## src/rtl/lm07_spi_responder.sv

```systemverilog
`timescale 1ns/1ps
// LM07 temperature sensor emulator: SPI slave that returns a 16-bit temperature
// frame MSB first, then accepts an optional shutdown configuration byte.
module lm07_spi_responder #(
  parameter int          SYNC_STAGES = 2,
  parameter logic [15:0] ID_WORD     = 16'h8100,
  parameter logic [10:0] TEMP_RESET  = 11'h000
) (
  input  logic        SYSCLK,
  input  logic        RSTN,
  input  logic        CS,
  input  logic        SCK,
  input  logic        SIO_IN,
  output logic        SIO_OUT,
  output logic        SIO_OE,
  input  logic [10:0] TEMP_IN,
  input  logic        TEMP_VALID,
  output logic        SHUTDOWN,
  output logic        FRAME_DONE
);

  typedef enum logic [1:0] {IDLE, READ, WRITE, DONE} state_t;

  state_t                 state, state_nxt;
  logic [SYNC_STAGES-1:0] cs_sync_p0, sck_sync_p0, sio_sync_p0;
  logic                   cs_p1, sck_p1;
  logic                   cs_s, sck_s, sio_s;
  logic                   cs_fall, cs_rise, sck_rise, sck_fall;
  logic [4:0]             cnt, cnt_nxt;
  logic signed [10:0]     temp_reg;
  logic [15:0]            shreg, shreg_nxt;
  logic [7:0]             wbyte, wbyte_nxt, wbyte_shift;
  logic                   sio_out_nxt, sio_oe_nxt, shutdown_nxt, frame_done_nxt;

  // Frame word as seen by the master for a given shutdown setting and temperature.
  function automatic logic [15:0] frame_word(input logic sd, input logic [10:0] t);
    return sd ? ID_WORD : {t, 5'b11111};
  endfunction

  // Stage p0: synchronizers; stage p1: previous synced value for edge detection
  assign cs_s  = cs_sync_p0[SYNC_STAGES-1];
  assign sck_s = sck_sync_p0[SYNC_STAGES-1];
  assign sio_s = sio_sync_p0[SYNC_STAGES-1];

  assign cs_fall  =  cs_p1  & ~cs_s;
  assign cs_rise  = ~cs_p1  &  cs_s;
  assign sck_rise = ~sck_p1 &  sck_s;
  assign sck_fall =  sck_p1 & ~sck_s;

  always_comb begin
    state_nxt      = state;
    cnt_nxt        = cnt;
    shreg_nxt      = shreg;
    wbyte_nxt      = wbyte;
    sio_out_nxt    = SIO_OUT;
    sio_oe_nxt     = SIO_OE;
    shutdown_nxt   = SHUTDOWN;
    frame_done_nxt = 1'b0;
    wbyte_shift    = {wbyte[6:0], sio_s};

    // CS release aborts whatever is in flight, including a partial write byte
    if (cs_rise) begin
      state_nxt   = IDLE;
      sio_oe_nxt  = 1'b0;
      sio_out_nxt = 1'b0;
      cnt_nxt     = 5'd0;
    end else begin
      case (state)
        IDLE: begin
          if (cs_fall) begin
            shreg_nxt   = frame_word(SHUTDOWN, TEMP_VALID ? TEMP_IN : temp_reg);
            sio_oe_nxt  = 1'b1;
            sio_out_nxt = shreg_nxt[15];
            cnt_nxt     = 5'd0;
            state_nxt   = READ;
          end
        end
        READ: begin
          if (sck_rise) begin
            cnt_nxt = cnt + 5'd1;
          end else if (sck_fall) begin
            if (cnt == 5'd16) begin
              sio_oe_nxt     = 1'b0;
              sio_out_nxt    = 1'b0;
              frame_done_nxt = 1'b1;
              cnt_nxt        = 5'd0;
              state_nxt      = WRITE;
            end else begin
              shreg_nxt   = {shreg[14:0], 1'b0};
              sio_out_nxt = shreg[14];
            end
          end
        end
        WRITE: begin
          if (sck_rise) begin
            wbyte_nxt = wbyte_shift;
            cnt_nxt   = cnt + 5'd1;
            if (cnt == 5'd7) begin
              if (wbyte_shift == 8'hFF)      shutdown_nxt = 1'b1;
              else if (wbyte_shift == 8'h00) shutdown_nxt = 1'b0;
              cnt_nxt   = 5'd0;
              state_nxt = DONE;
            end
          end
        end
        DONE:    state_nxt = DONE;
        default: state_nxt = IDLE;
      endcase
    end
  end

  // Control and observable state: asynchronous reset
  always_ff @(posedge SYSCLK or negedge RSTN) begin
    if (!RSTN) begin
      cs_sync_p0  <= '1;
      sck_sync_p0 <= '0;
      sio_sync_p0 <= '0;
      cs_p1       <= 1'b1;
      sck_p1      <= 1'b0;
      state       <= IDLE;
      cnt         <= 5'd0;
      temp_reg    <= TEMP_RESET;
      SIO_OUT     <= 1'b0;
      SIO_OE      <= 1'b0;
      SHUTDOWN    <= 1'b0;
      FRAME_DONE  <= 1'b0;
    end else begin
      cs_sync_p0  <= {cs_sync_p0[SYNC_STAGES-2:0], CS};
      sck_sync_p0 <= {sck_sync_p0[SYNC_STAGES-2:0], SCK};
      sio_sync_p0 <= {sio_sync_p0[SYNC_STAGES-2:0], SIO_IN};
      cs_p1       <= cs_s;
      sck_p1      <= sck_s;
      state       <= state_nxt;
      cnt         <= cnt_nxt;
      if (TEMP_VALID) temp_reg <= TEMP_IN;
      SIO_OUT     <= sio_out_nxt;
      SIO_OE      <= sio_oe_nxt;
      SHUTDOWN    <= shutdown_nxt;
      FRAME_DONE  <= frame_done_nxt;
    end
  end

  // Shift registers are always loaded before use, so they carry no reset
  always_ff @(posedge SYSCLK) begin
    shreg <= shreg_nxt;
    wbyte <= wbyte_nxt;
  end

endmodule

```

## config.mk

```make
export PLATFORM = sky130hd
export DESIGN_NAME = lm07_spi_responder
export DESIGN_NICKNAME = d
export VERILOG_FILES = /design/src/rtl/lm07_spi_responder.sv
export SDC_FILE = /design/constraint.sdc
export NUM_CORES = 1
export LEC_CHECK = 0
export CAP_MARGIN = 5
export CORE_ASPECT_RATIO = 1.5
export CORE_MARGIN = 3
export CORE_UTILIZATION = 30
export CTS_BUF_LIST = sky130_fd_sc_hd__clkbuf_8
export CTS_CLUSTER_DIAMETER = 100
export CTS_CLUSTER_SIZE = 40
export DETAILED_ROUTE_END_ITERATION = 7
export GPL_TIMING_DRIVEN = 1
export PLACE_DENSITY_LB_ADDON = 0.15
export SETUP_SLACK_MARGIN = 0.1
export SLEW_MARGIN = 20
export SYNTH_ARGS = -nofsm -noshare
export SYNTH_HDL_FRONTEND = slang
export SYNTH_SLANG_ARGS = --single-unit
```

## constraint.sdc

```tcl
create_clock -name SYSCLK -period 2.4 [get_ports SYSCLK]
set_input_delay 0.6 -clock SYSCLK [delete_from_list [all_inputs] [get_ports SYSCLK]]
set_output_delay 0.6 -clock SYSCLK [all_outputs]
set_load 0.01 [all_outputs]
```

==> results of run 1 <==
## layout make-up
type                    count  share of cell area
clock buffers               5              0.0249
clock inverters             3              0.0122
inverters                  10              0.0136
multi-input cells         105               0.305
flip-flops and latches     52               0.513
well taps                 100              0.0454
repair buffers             25              0.0862
## cells in the mapped netlist (2+ instances only)
cell	n	area, um^2
a22o_1	12	105
o41ai_1	2	17.5
nand3b_1	2	15.0
nand2b_1	4	25.0
nand2_1	15	56.3
edfxtp_1	22	661
and2b_1	2	15.0
buf_2	2	10.0
dfstp_2	3	78.8
nand3_1	4	20.0
dfrtp_1	27	676
mux2_2	12	135
nor4_1	2	12.5
ha_1	9	113
nand4_1	2	12.5
o21ai_0	2	10.0
a211oi_1	2	15.0
inv_1	9	33.8
o21ai_1	3	15.0
nor2_1	10	37.5
a21oi_1	2	10.0
## critical path, delay by kind of cell (launching register included)
family	cells	cell delay, ns
DFF	1	0.56
and+or+nand+nor	2	0.55
AOI/OAI and AO/OA	1	0.11
adders and majority gates	1	0.35
muxes	1	0.37
## power groups by stage
stage / sequential (W) / combinational (W) / clock [W]
global route: 0.00124 / 0.00100 / 0.000615
CTS: 0.00122 / 0.000919 / 0.000572
floorplan: 0.00122 / 0.000647 / 0
global placement: 0.00123 / 0.000888 / 0
finish: 0.00121 / 0.000901 / 0.000544
detailed placement: 0.00124 / 0.000913 / 0
## per-layer routing
metal | global-route usage | vias to the layer above | wire length (um)
li1 | - | 683 | -
met1 | 0.137 | 707 | 1940
met2 | 0.195 | 21 | 2330
met3 | 0.0237 | 2 | 145
met4 | 0.0356 | 0 | 30
met5 | 0 | - | 0
## cell usage in the layout (no fill, tap or decap), drive strengths merged, types with 2 or more instances in the layout
master,n
o41ai,2
mux2,14
dfstp,3
nor4,2
nand2b,4
nand4,2
a211oi,3
a22o,12
a21oi,2
buf,5
and4bb,2
nand2,15
inv,11
edfxtp,22
nor2,10
ha,9
clkbuf,5
or2,2
nand3,4
and2b,2
clkdlybuf4s50,20
nand3b,2
o21ai,5
nor3b,2
dfrtp,27
clkinv,2
## path summary, 6_finish.rpt
| check | cells past startpoint | endpoint | start |
|---|---|---|---|
| max reg2reg | 5 | state[1]$_DFFE_PN0P_ | cs_sync_p0[1]$_DFF_PN1_ |
| min | 0 | cs_sync_p0[1]$_DFF_PN1_ | cs_sync_p0[0]$_DFF_PN1_ |
| max | 5 | state[1]$_DFFE_PN0P_ | cs_sync_p0[1]$_DFF_PN1_ |
| min in group asynchronous | 2 | sio_sync_p0[0]$_DFF_PN0_ | RSTN |
| min reg2reg | 0 | cs_sync_p0[1]$_DFF_PN1_ | cs_sync_p0[0]$_DFF_PN1_ |
| max in group asynchronous | 2 | cs_sync_p0[1]$_DFF_PN1_ | RSTN |
## stage by stage
step / std cells / cell area (um^2) / utilization / hold WS, ns / total power (W)
after detailed placement: 292 / 2660 / 0.360 / 0.338 / 0.00215
after floorplan: 172 / 2320 / - / 0.304 / 0.00186
after CTS: 300 / 2760 / 0.374 / 0.365 / 0.00271
after global routing: 300 / 2760 / 0.374 / 0.373 / 0.00286
final: 300 / 2760 / 0.374 / 0.365 / 0.00266
after global placement: 292 / 2660 / 0.360 / 0.337 / 0.00212
## cells by family (layout without fill, tap and decap cells)
group,count (synthesis),in the layout
AOI/OAI and AO/OA,32,32
adders and majority gates,9,9
buffers and inverters,15,43
DFF,52,52
muxes,15,15
and+or+nand+nor,49,49
==> results.json, run 1 <==
{
  "critPathMaxStageDelay_ns": 0.56,
  "hold_violations": 0,
  "syn_nets": 198,
  "fin_nets": 225,
  "outcome": "finished, final reports clean",
  "slew_headroom": 0.629,
  "multi_input_area_um2": 841,
  "die_y_um": 114,
  "wire_per_inst_um": 14.8,
  "antenna_left": 0,
  "synth_edf_count": 22,
  "post_cts.repair.setup_buffers": 0,
  "p_clk_frac": 0.205,
  "drv_cap": 0,
  "drive_above_1_share": 0.190,
  "cp_max_fo": 10,
  "synthMuxAreaShare": 0.0740,
  "root_buffer": "clkbuf_8",
  "switching_share": 0.337,
  "netlist_instances": 172,
  "switching_power_w": 0.000897,
  "crit_required_ns": 2.60,
  "gp_congestion": 0.767,
  "cts_buffer_depth": 2,
  "peakVddDrop_mv": 0.420,
  "skew_ns": 0.00689,
  "via_per_inst": 4.71,
  "power_frac_seq": 0.457,
  "synthXorXnorAreaFrac": 0,
  "max_freq_ghz": 0.488,
  "area_growth_pct": 19.1,
  "numCtsBuffers": 5,
  "synth_top_family_by_area": "compound AO/OA/AOI/OAI gates",
  "synth-simple-area-share": 0.119,
  "num_io_pins": 21,
  "largest_reg_flops": 15,
  "ys_types": 45,
  "min_period_over_period": 0.854,
  "grtUsageTotal": 0.112,
  "row_count": 38,
  "num_vias": 1413,
  "grt_pass1_vias": 1566,
  "end_kind": "register",
  "antenna_found_initial": 0,
  "synth.avg_cell_area_um2": 13.5,
  "cts-resized-gates": 0,
  "diodes": 0,
  "cp_cell_sequence": "ha_1 -> nand2b_1 -> o21ai_1 -> nor3_2 -> mux2_2",
  "seq_area_frac_synth": 0.611,
  "p_int_w": 0.00176,
  "grt_pass1_wl_um": 7720,
  "clk_pin_slew_worst_paths_ns": 0.11,
  "drt-initial-drc-count": 60,
  "cts-hold-fix-buffers": 0,
  "ys.flop_type": "dfrtp_1",
  "netlist_area_mm2": 0.00232,
  "cts_sinks": 52,
  "die_w_um": 77.8,
  "fill_cells": 709,
  "hold_path_class": "reg2reg",
  "die_area_mm2": 0.00884,
  "grt_overflow": 0,
  "register_area_mm2": 0.00142,
  "r2r_slack_ns": 0.35,
  "cts_tree": "done",
  "rsz0062_at_grt": "no",
  "pre_cts_slack_ns": 0.347,
  "clkLatencyLatePin_ns": 0.31,
  "p_comb_frac": 0.339,
  "crit_arrival_ns": 2.25,
  "cts_max_level": 2,
  "core_mm2": 0.00737,
  "drc": 0,
  "worst_pin_slew_ns": 0.554,
  "power_leakage_nw": 1.07,
  "fin_setup_tns_ns": 0,
  "critPathSlowestCell": "dfstp_2",
  "fin_ws_ns": 0.351,
  "yosysWarnings": 0,
  "routed_wl_um": 4450,
  "fin_crit_ns": 2.05,
  "dp_hpwl_um": 3150,
  "io_buffer_count": 20,
  "setup-violations-final": 0,
  "synth_compound_area_frac": 0.119,
  "startpoint_type": "register",
  "async_flop_share": 0.577,
  "synthAdderAreaFrac": 0.0486,
  "slew_violations": 0,
  "start_util": 0.314,
  "ys_ff_latch": 52,
  "crit_type": "reg2reg",
  "p_per_area_mw_per_mm2": 964,
  "first_pass_iters": 4,
  "grt_max_degree": 31
}
Note: power is estimated with default switching activity, not from simulation.
==> run 2: changes to the inputs <==
- TNS_END_PERCENT: not set -> 30
==> results of run 2 <==
No change in the layout: final DEF, timing and power equal those of run 1.
==> run 3: changes to the inputs <==
--- a/config.mk
+++ b/config.mk
@@ -6,5 +6,6 @@
 export NUM_CORES = 1
 export LEC_CHECK = 0
-export CAP_MARGIN = 5
+export ABC_AREA = 1
+export CAP_MARGIN = 10
 export CORE_ASPECT_RATIO = 1.5
 export CORE_MARGIN = 3
==> constraint.sdc (replaced) <==
create_clock -name SYSCLK -period 2.4 [get_ports SYSCLK]
set_input_delay 0.48 -clock SYSCLK [delete_from_list [all_inputs] [get_ports SYSCLK]]
set_output_delay 0.48 -clock SYSCLK [all_outputs]
set_load 0.01 [all_outputs]
==> results.json, run 3 <==
{
  "slew_headroom": 0.708,
  "outcome": "finished, final reports clean",
  "r2r-start": "cs_p1$_DFF_PN1_",
  "synth_top_area_frac": 0.280,
  "p_total_w": 0.00271,
  "routed_wl_um": 4640,
  "cp_cell_sequence": "inv_1 -> ha_1 -> nor2_1 -> inv_2 -> nor3_1 -> buf_4",
  "seq_area_frac_synth": 0.586,
  "core_mm2": 0.00771,
  "cts-resized-gates": 0,
  "cp-startpoint": "cs_p1$_DFF_PN1_",
  "skew_ns": 0.00977,
  "netlist_instances": 248,
  "syn_nets": 274,
  "crit_arrival_ns": 1.85,
  "drc": 0,
  "synth_common_cells": "nand2_1, dfrtp_1, inv_1, edfxtp_1, o21ai_1",
  "ys.flop_type": "dfrtp_1",
  "hold_violations": 0,
  "numCtsBuffers": 5,
  "cp_max_fo": 10,
  "synth.most_common_cell": "nand2_1",
  "fin_util": 0.367,
  "grt_pass1_wl_um": 8200,
  "post_cts.repair.setup_buffers": 0,
  "holdWs_ns": 0.360,
  "min_from": "sio_sync_p0[0]$_DFF_PN0_",
  "num_vias": 1675,
  "first_pass_iters": 4,
  "power_leakage_nw": 1.19,
  "cts_buffer_depth": 2,
  "p_per_area_mw_per_mm2": 956,
  "cts_max_level": 2,
  "slew_violations": 0,
  "drv_cap": 0,
  "final_common_cell": "nand2_1",
  "startpoint_type": "register",
  "grt_pass1_vias": 1731,
  "max_freq_ghz": 0.552,
  "fin_nets": 300,
  "antenna_found_initial": 0,
  "clk_pin_slew_worst_paths_ns": 0.10,
  "synth_edf_count": 22,
  "peakVddDrop_mv": 0.467,
  "cts_tree": "done",
  "fin_crit_ns": 1.81,
  "diodes": 0,
  "drive_above_1_share": 0.138,
  "fin_setup_tns_ns": 0,
  "netlist_area_mm2": 0.00241,
  "place_inst": 369,
  "yosysWarnings": 0,
  "synth_area_leaders": "dfrtp_1, edfxtp_1, nand2_1",
  "drt-initial-drc-count": 64,
  "die_area_mm2": 0.00918,
  "num_io_pins": 21,
  "grtUsageTotal": 0.117,
  "setup-violations-final": 0,
  "final_cell_mix": "nand2_1, dfrtp_1, inv_1",
  "critPathMaxStageDelay_ns": 0.54,
  "crit_required_ns": 2.43,
  "ys_types": 30,
  "min_period_over_period": 0.755,
  "hold_path_class": "reg2reg",
  "async_flop_share": 0.577,
  "ys_ff_latch": 52,
  "via_per_inst": 4.44,
  "die_w_um": 79.3,
  "crit_type": "reg2reg",
  "clkLatencyLatePin_ns": 0.31,
  "grt_max_degree": 31,
  "cts_sinks": 52,
  "grt_overflow": 0,
  "critPathSlowestCell": "dfstp_2",
  "path_buf_inv": 3,
  "antenna_left": 0,
  "io_buffer_count": 20,
  "start_util": 0.313,
  "die_y_um": 116,
  "largest_reg_flops": 15,
  "area_growth_pct": 17.3,
  "end_kind": "register",
  "wire_per_inst_um": 12.3,
  "gp_congestion": 0.772,
  "worst_pin_slew_ns": 0.434,
  "yosysTopAreaCell": "dfrtp_1",
  "instances_no_fill": 377,
  "rsz0062_at_grt": "no",
  "synth.avg_cell_area_um2": 9.74,
  "critical-path-top-delay-family": "flip-flops",
  "row_count": 39,
  "root_buffer": "clkbuf_8",
  "cts-hold-fix-buffers": 0,
  "dp_hpwl_um": 3460
}
-- run 3: cell count changes after synthesis, moves of 5 or more --
cell,previous run,this run
or2_0,0,9
nand3_1,4,11
mux2_2,12,0
nand2_2,0,6
o21ai_1,3,13
inv_1,9,25
o21ai_0,2,10
a22o_1,12,0
inv_2,1,6
nand2_1,15,64
-- run 3: kinds of logic (layout without fill, tap and decap cells) --
logic type | Yosys count | after routing | synth area share
simple gates | 118 | 118 | 0.225
flops | 52 | 52 | 0.586
buf+inv | 38 | 65 | 0.0658
compound gates | 31 | 31 | 0.0762
fa+ha+maj | 9 | 9 | 0.0466
-- run 3: final timing paths --
kind / to / slack (ns) / cells after the start
worst min-delay path: sio_sync_p0[1]$_DFF_PN0_ / 0.36 / 0
min in group asynchronous: SIO_OUT$_DFFE_PN0P_ / 0.56 / 2
worst min register to register: sio_sync_p0[1]$_DFF_PN0_ / 0.36 / 0
worst max-delay path: wbyte[3]$_DFFE_PP_ / 0.59 / 6
worst max register to register: wbyte[3]$_DFFE_PP_ / 0.59 / 6
max in group asynchronous: cs_p1$_DFF_PN1_ / 1.53 / 2
-- run 3: stage by stage --
stage	setup WS [ns]	instance area (um^2)
2_1_floorplan	0.397	2420
3_3_place_gp	0.600	2750
3_5_place_dp	0.585	2750
4_1_cts	0.564	2830
5_1_grt	0.408	2830
6_report	0.587	2830
-- run 3: area by class of cell --
| cell class | instances | area (um^2) |
|---|---|---|
| Clock buffer | 5 | 68.8 |
| Clock inverter | 3 | 17.5 |
| Fill cell | 832 | 4880 |
| Inverter | 32 | 120 |
| Multi-Input combinational cell | 158 | 846 |
| Sequential cell | 52 | 1420 |
| Tap cell | 102 | 128 |
| Timing Repair Buffer | 25 | 238 |
-- run 3: metal layers --
layer  vias up  share of wire  global-route usage
met3         7          0.033              0.0257
li1        856              -                   -
met4         0          0.029              0.0619
met1       775           0.44               0.133
met5         -              0                   0
met2        37           0.50               0.202
-- run 3: power by group --
| group | switching [W] | total [W] | leakage (nW) | internal (W) |
|---|---|---|---|---|
| registers | 0.0000765 | 0.00126 | 0.561 | 0.00118 |
| clock network | 0.000291 | 0.000496 | 0.0497 | 0.000204 |
| logic | 0.000621 | 0.000952 | 0.584 | 0.000331 |
| total | 0.000989 | 0.00271 | 1.19 | 0.00172 |
